--- src/rtl/updn_ctr_pkg.sv ---
// Shared constants for the programmable-modulus up/down counter.
// Holds the boundary-mode encodings and the default parameter values.
package updn_ctr_pkg;

    localparam logic MODE_WRAP = 1'b0;
    localparam logic MODE_SAT  = 1'b1;

    localparam int unsigned DEF_WIDTH = 8;
    localparam int unsigned DEF_PRE_W = 4;

endpackage

--- src/rtl/ctr_prescaler.sv ---
// Count-enable prescaler: emits one tick every prescale+1 enabled cycles.
// clear (driven by load) discards partial progress and suppresses the tick.
module ctr_prescaler
    import updn_ctr_pkg::*;
#(
    parameter int unsigned PRE_W = DEF_PRE_W
) (
    input  logic             clk,
    input  logic             rst,
    input  logic             cen,
    input  logic             clear,
    input  logic [PRE_W-1:0] prescale,
    output logic             tick
);

    logic [PRE_W-1:0] cnt_q;
    logic [PRE_W-1:0] cnt_d;

    assign tick = cen & ~clear & (cnt_q == prescale);

    always_comb begin
        cnt_d = cnt_q;
        if (clear) begin
            cnt_d = '0;
        end else if (cen) begin
            cnt_d = tick ? '0 : cnt_q + PRE_W'(1);
        end
    end

    always_ff @(posedge clk) begin
        if (rst) begin
            cnt_q <= '0;
        end else begin
            cnt_q <= cnt_d;
        end
    end

endmodule

--- src/rtl/updn_mod_ctr.sv ---
// Up/down counter over 0..limit with wrap or saturate boundary behaviour,
// a prescaled count enable, a one-cycle boundary pulse and sticky flags.
module updn_mod_ctr
    import updn_ctr_pkg::*;
#(
    parameter int unsigned WIDTH = DEF_WIDTH,
    parameter int unsigned PRE_W = DEF_PRE_W
) (
    input  logic             clk,
    input  logic             rst,
    input  logic [WIDTH-1:0] data,
    input  logic [WIDTH-1:0] limit,
    input  logic             load,
    input  logic             cen,
    input  logic             up_dn,
    input  logic             mode,
    input  logic [PRE_W-1:0] prescale,
    input  logic             clr_flags,
    output logic [WIDTH-1:0] count,
    output logic             tercnt,
    output logic             term_evt,
    output logic             ovf,
    output logic             unf
);

    logic             tick;
    logic             at_top;
    logic             at_zero;
    logic             ovf_evt;
    logic             unf_evt;

    logic [WIDTH-1:0] count_q, count_d;
    logic             term_evt_q, term_evt_d;
    logic             ovf_q, ovf_d;
    logic             unf_q, unf_d;

    ctr_prescaler #(
        .PRE_W (PRE_W)
    ) u_prescaler (
        .clk      (clk),
        .rst      (rst),
        .cen      (cen),
        .clear    (load),
        .prescale (prescale),
        .tick     (tick)
    );

    // >= so a limit lowered below the current count still reads as the top.
    assign at_top  = (count_q >= limit);
    assign at_zero = (count_q == '0);

    always_comb begin
        count_d = count_q;
        ovf_evt = 1'b0;
        unf_evt = 1'b0;
        if (load) begin
            count_d = (data > limit) ? limit : data;
        end else if (tick) begin
            if (up_dn) begin
                if (!at_top) begin
                    count_d = count_q + WIDTH'(1);
                end else begin
                    ovf_evt = 1'b1;
                    count_d = (mode == MODE_SAT) ? limit : '0;
                end
            end else begin
                if (!at_zero) begin
                    count_d = count_q - WIDTH'(1);
                end else begin
                    unf_evt = 1'b1;
                    count_d = (mode == MODE_SAT) ? '0 : limit;
                end
            end
        end
    end

    // A boundary event in the same cycle as clr_flags keeps the flag set.
    always_comb begin
        term_evt_d = ovf_evt | unf_evt;
        ovf_d      = ovf_evt | (ovf_q & ~clr_flags);
        unf_d      = unf_evt | (unf_q & ~clr_flags);
    end

    always_ff @(posedge clk) begin
        if (rst) begin
            count_q    <= '0;
            term_evt_q <= 1'b0;
            ovf_q      <= 1'b0;
            unf_q      <= 1'b0;
        end else begin
            count_q    <= count_d;
            term_evt_q <= term_evt_d;
            ovf_q      <= ovf_d;
            unf_q      <= unf_d;
        end
    end

    assign count    = count_q;
    assign term_evt = term_evt_q;
    assign ovf      = ovf_q;
    assign unf      = unf_q;
    assign tercnt   = up_dn ? at_top : at_zero;

endmodule

--- config.mk ---
export PLATFORM = sky130hd
export DESIGN_NAME = updn_mod_ctr
export DESIGN_NICKNAME = d
export VERILOG_FILES = /design/src/rtl/updn_ctr_pkg.sv /design/src/rtl/ctr_prescaler.sv /design/src/rtl/updn_mod_ctr.sv
export SDC_FILE = /design/constraint.sdc
export NUM_CORES = 1
export LEC_CHECK = 0
export ABC_AREA = 1
export BUFFER_PORTS_ARGS = -buffer_cell sky130_fd_sc_hd__buf_2
export CORE_MARGIN = 2
export CORE_UTILIZATION = 30
export DETAILED_ROUTE_END_ITERATION = 16
export HOLD_SLACK_MARGIN = 0.02
export PLACE_DENSITY_LB_ADDON = 0.25
export SKIP_LAST_GASP = 1
export SYNTH_ARGS = -nofsm -noshare
export SYNTH_HDL_FRONTEND = slang
export SYNTH_SLANG_ARGS = --single-unit
--- constraint.sdc ---
create_clock -name clk -period 3 [get_ports clk]
set_clock_uncertainty 0.05 [all_clocks]
set_input_delay 0.3 -clock clk [delete_from_list [all_inputs] [get_ports clk]]
set_output_delay 0.3 -clock clk [all_outputs]
set_load 0.05 [all_outputs]
# Word-level counts from Yosys, hierarchy flattened
# Cells that the tools add are included.
[word_totals] regBits=15 elab_cells=41 input_bits=27
[classes] n_mux=18 n_eq_ne=1 n_addsub=3 magnitude_cmp=2 reduce_logical=3 bitwise_logic=9
[ops] cell="two-way mux 8 bit" n=8
[ops] cell="two-way mux 1 bit" n=9
[ops] cell="adder 8 x 1 -> 8 bit, second input constant" n=1
[ops] cell=">= comparator 8 bit" n=1
[ops] cell="> comparator 8 bit" n=1
[ops] cell="logical NOT 8 bit" n=1
[ops] cell="subtractor 8 x 1 -> 8 bit, second input constant" n=1
[ops] cell="adder 4 x 1 -> 4 bit, second input constant" n=1
[ops] cell="bitwise AND 1 bit" n=4
[ops] cell="== test 4 bit" n=1
[ops] cell="two-way mux 4 bit" n=1
[ops] cell="bitwise OR 1 bit" n=3
[ops] cell="inverter 1 bit" n=2
[ops] cell="nonzero test 2 bit" n=1
[ops] cell="OR reduction 2 bit" n=1

# Longest topological paths before layout
[depth] ltp_word=6 mapped_depth=15 mapped_depth_nobuf=15

# Hierarchy
# Synthesis repeated with hierarchy kept, for this count alone.
[unflattened] cells_unflattened=339 area_unflattened_um2=1973.1
[modules_own_cells] mod="updn_mod_ctr" cells_per_inst=298 area_per_inst_um2=1707.9 n_inst=1
[modules_own_cells] mod="ctr_prescaler" cells_per_inst=41 area_per_inst_um2=265.3 n_inst=1

# Worst setup path before layout
# OpenSTA, ideal clock, no wires.
[synth_timing] path_type="flip-flop to output port" start="register count_q[0], in the netlist count[0]" end="output port tercnt" arrival_ps=2096 required_time_ps=2650 path_slack_ps=554 path_stages_with_launch=11 path_cell_list="dfxtp_1 > inv_1 > ha_1 > nand2_1 > nor2_1 > nor2_1 > nand2_1 > nand2_2 > nand2_2 > nand2_1 > nand2_1"
[synth_between] elab_chain_cells=2 elab_cells_between_ends=3 classes_between="order compare: 1; mux: 1; reduce/logical: 1"
[synth_lines] item="start, declared" line="updn_mod_ctr.sv:32" rtl="logic [WIDTH-1:0] count_q, count_d;"
[synth_lines] item="start signal, assigned" line="updn_mod_ctr.sv:91" rtl="count_q <= count_d;"
[synth_lines] item=">= comparator 8 bit or logical NOT 8 bit (tied branches)" line="updn_mod_ctr.sv:49, updn_mod_ctr.sv:50"
[synth_lines] item="two-way mux 1 bit *" line="updn_mod_ctr.sv:102" rtl="assign tercnt = up_dn ? at_top : at_zero;"
[synth_lines] item="end, declared" line="updn_mod_ctr.sv:20" rtl="output logic tercnt,"
# Every way passes the cells marked *; elsewhere a longest branch is shown, timed or not.

# Worst setup path in the final report
[layout_timing] start="register count_q[5], in the netlist count[5]" end="output port tercnt"
# The elaborated chain is that of the path after synthesis.

==> impl_metrics.toml <==
[sta]
finalHoldViolCount = 0
fmax_ghz = 0.400
min_period_ns = 2.50
finalSetupViolCount = 0
fin_crit_sh_pct = 83.4
hold_slack_ns = 0.295
setup_tns_ns = 0
tightest_slew_ns = 0.477
rsz0062_at_grt = "no"
relSlewSlack_pct = 68.1
slew_viol_final = 0

[global_routing]
grt_usage_pct = 15.2
antenna_found_initial = 0
grt_pass1_vias = 1915
grt-ovfl-total = 0
grt_pass1_wl_mm = 9.07
grt_max_degree = 16

[synth]
synth_area_leader_cell = "nand2_1"
synth.most_common_cell = "nand2_1"
synth_flop_cell = "dfxtp_1"
ys_seq_elements = 15
syn-instance-count = 338
synth_edf_count = 0
netlist.area_leader.share_pct = 19.8
synthArstFlopShare_pct = 0
seq_area_frac_synth_pct = 15.2
synth.avg_cell_area_um2 = 5.84
synth_area_leaders = "nand2_1 (20%), dfxtp_1 (15%), ha_1 (13%)"
synth_area_um2 = 1970
synth_nets = 385
synthTopCellsByCount = "nand2_1 (104), nand3_1 (43), inv_1 (42), nor2_1 (33), ha_1 (20)"
yosysWarnings = 0
synth.distinct_cells = 29

[clock_tree]
cts_tree = "done"
htree_levels = 1
cts.sinks = 15
clk_transition_reported_paths_ns = 0.06
worstSkewPairLatency_ns = 0.24
cts_root_buf = "clkbuf_8"
postCtsSetupBuffers = 0
cts_buffer_depth = 2
numCtsBuffers = 3
post_cts_resized = 0
cts_hold_buf = 0

[layout]
layout-drive-gt1-share_pct = 14.9
syn2layout_area_growth_pct = 13.5
n_fill_cell = 722
fin_nets = 418
fin_area_um2 = 2240
diodes = 0
layout.cells.non_filler = 447

[route]
route.vias.total = 2149
wl_mm = 5.49
first_pass_iters = 4
drt_iter0_markers = 137
wire_per_inst_um = 12.3
ant_nets = 0
drc = 0
viasPerCell = 4.81

[power]
p_sw_share_pct = 44.7
ir_worst_vdd_uv = 132
powerDensity_nw_per_um2 = 349
p_sw_mw = 0.349
p_seq_share_pct = 30.7
combPwrFrac_pct = 48.6
p_total_mw = 0.781
internal-power_mw = 0.432
pwr-share-clk_pct = 20.7
p_leak_nw = 1.25

[setup_path]
required_ns = 2.65
crit_type = "flop to primary output"
cp-end-kind = "primary output"
crit_arrival_ns = 2.15
crit_fanout = 11
cp-start-kind = "flop"

[placement]
dp.cells = 443
dp_hpwl_mm = 4.61
port_buffers = 38
place_area_um2 = 2190
gp_congestion = 0.846

[run_status]
status = "completed"

[floorplan]
initial_core_util_pct = 31.1
die_h_um = 85.1
dieArea_um2 = 7240
num_rows = 29
dieWidth_um = 85.1
coreArea_um2 = 6350
io_pins = 39

[run]
drv_cap = 0

[min_path]
hp-class = "input pin to flop"
==> layer usage <==
layer  up-vias  routed length, um  track usage [%]
met1       952               2700             21.1
li1       1151                  -                -
met5         -                  0                0
met4         0                 57             3.32
met2        40               2560             25.9
met3         6                165             1.17
==> path summary, 6_finish.rpt <==
check                           slack, ns  endpoint  cells past startpoint  startpoint
worst min-delay path                 0.29       ovf                      4   clr_flags
worst max register to register       0.89  count[4]                     11    count[5]
worst max-delay path                 0.50    tercnt                      8    count[5]
worst min register to register       0.45       ovf                      2         ovf
==> registers in the layout, indices dropped and copies added (netlist names) <==
signal and cells:
unf 1, count 8, ovf 1, u_prescaler.cnt_q 4, term_evt 1
==> logic make-up after synthesis <==
group                    after synthesis  synth area share [%]
buffers and inverters                 55                  12.1
adder cells (fa/ha/maj)               20                  12.7
flip-flops                            15                  15.2
AND/OR/NAND/NOR                      200                  46.1
AO/OA/AOI/OAI                         41                  10.8
XOR/XNOR                               7                  3.11
==> layout by cell type (no fill, tap or decap), types with 2 or more instances in the layout <==
cell type	synthesis	routed
dfxtp_1	15	15
nand2_1	104	104
o21ai_0	12	12
nor2_4	3	3
a21o_1	2	2
o21ai_1	7	7
clkbuf_8	0	3
a21oi_1	19	19
inv_2	2	2
nand4_1	8	8
nand3_1	43	43
buf_2	4	38
nor2_1	33	33
inv_1	42	42
nand2_2	2	2
ha_1	20	20
xor2_1	6	6
==> layout make-up <==
class	instances	area, um^2	area share (%)
Multi-Input combinational cell	268	1430	64.0
Sequential cell	15	300	13.4
Timing Repair Buffer	38	190	8.49
Inverter	45	174	7.77
Tap cell	77	96.3	4.30
Clock buffer	4	45.0	2.01
==> worst max-delay path: stages (launching register included) <==
cell	delay (ns)
dfxtp_1	0.61
ha_1	0.34
a21oi_1	0.14
nor2_1	0.08
nor2_4	0.19
nand2_2	0.16
nand2_1	0.13
nand2_1	0.05
buf_2	0.20
==> metrics by stage <==
stage / worst slack (ns) / utilization [%]
5_1_grt: 0.316 / 35.3
3_3_place_gp: 0.780 / 34.6
3_5_place_dp: 0.770 / 34.6
4_1_cts: 0.501 / 35.3
2_1_floorplan: 0.554 / -
6_report: 0.499 / 35.3
==> power groups by stage <==
stage | Sequential (mW) | Clock (mW) | Combinational (mW)
finish | 0.240 | 0.161 | 0.379
detailed placement | 0.243 | 0 | 0.379
floorplan | 0.262 | 0 | 0.271
global placement | 0.243 | 0 | 0.379
CTS | 0.239 | 0.166 | 0.381
global route | 0.242 | 0.175 | 0.430
Power figures use the tool's default switching activity.
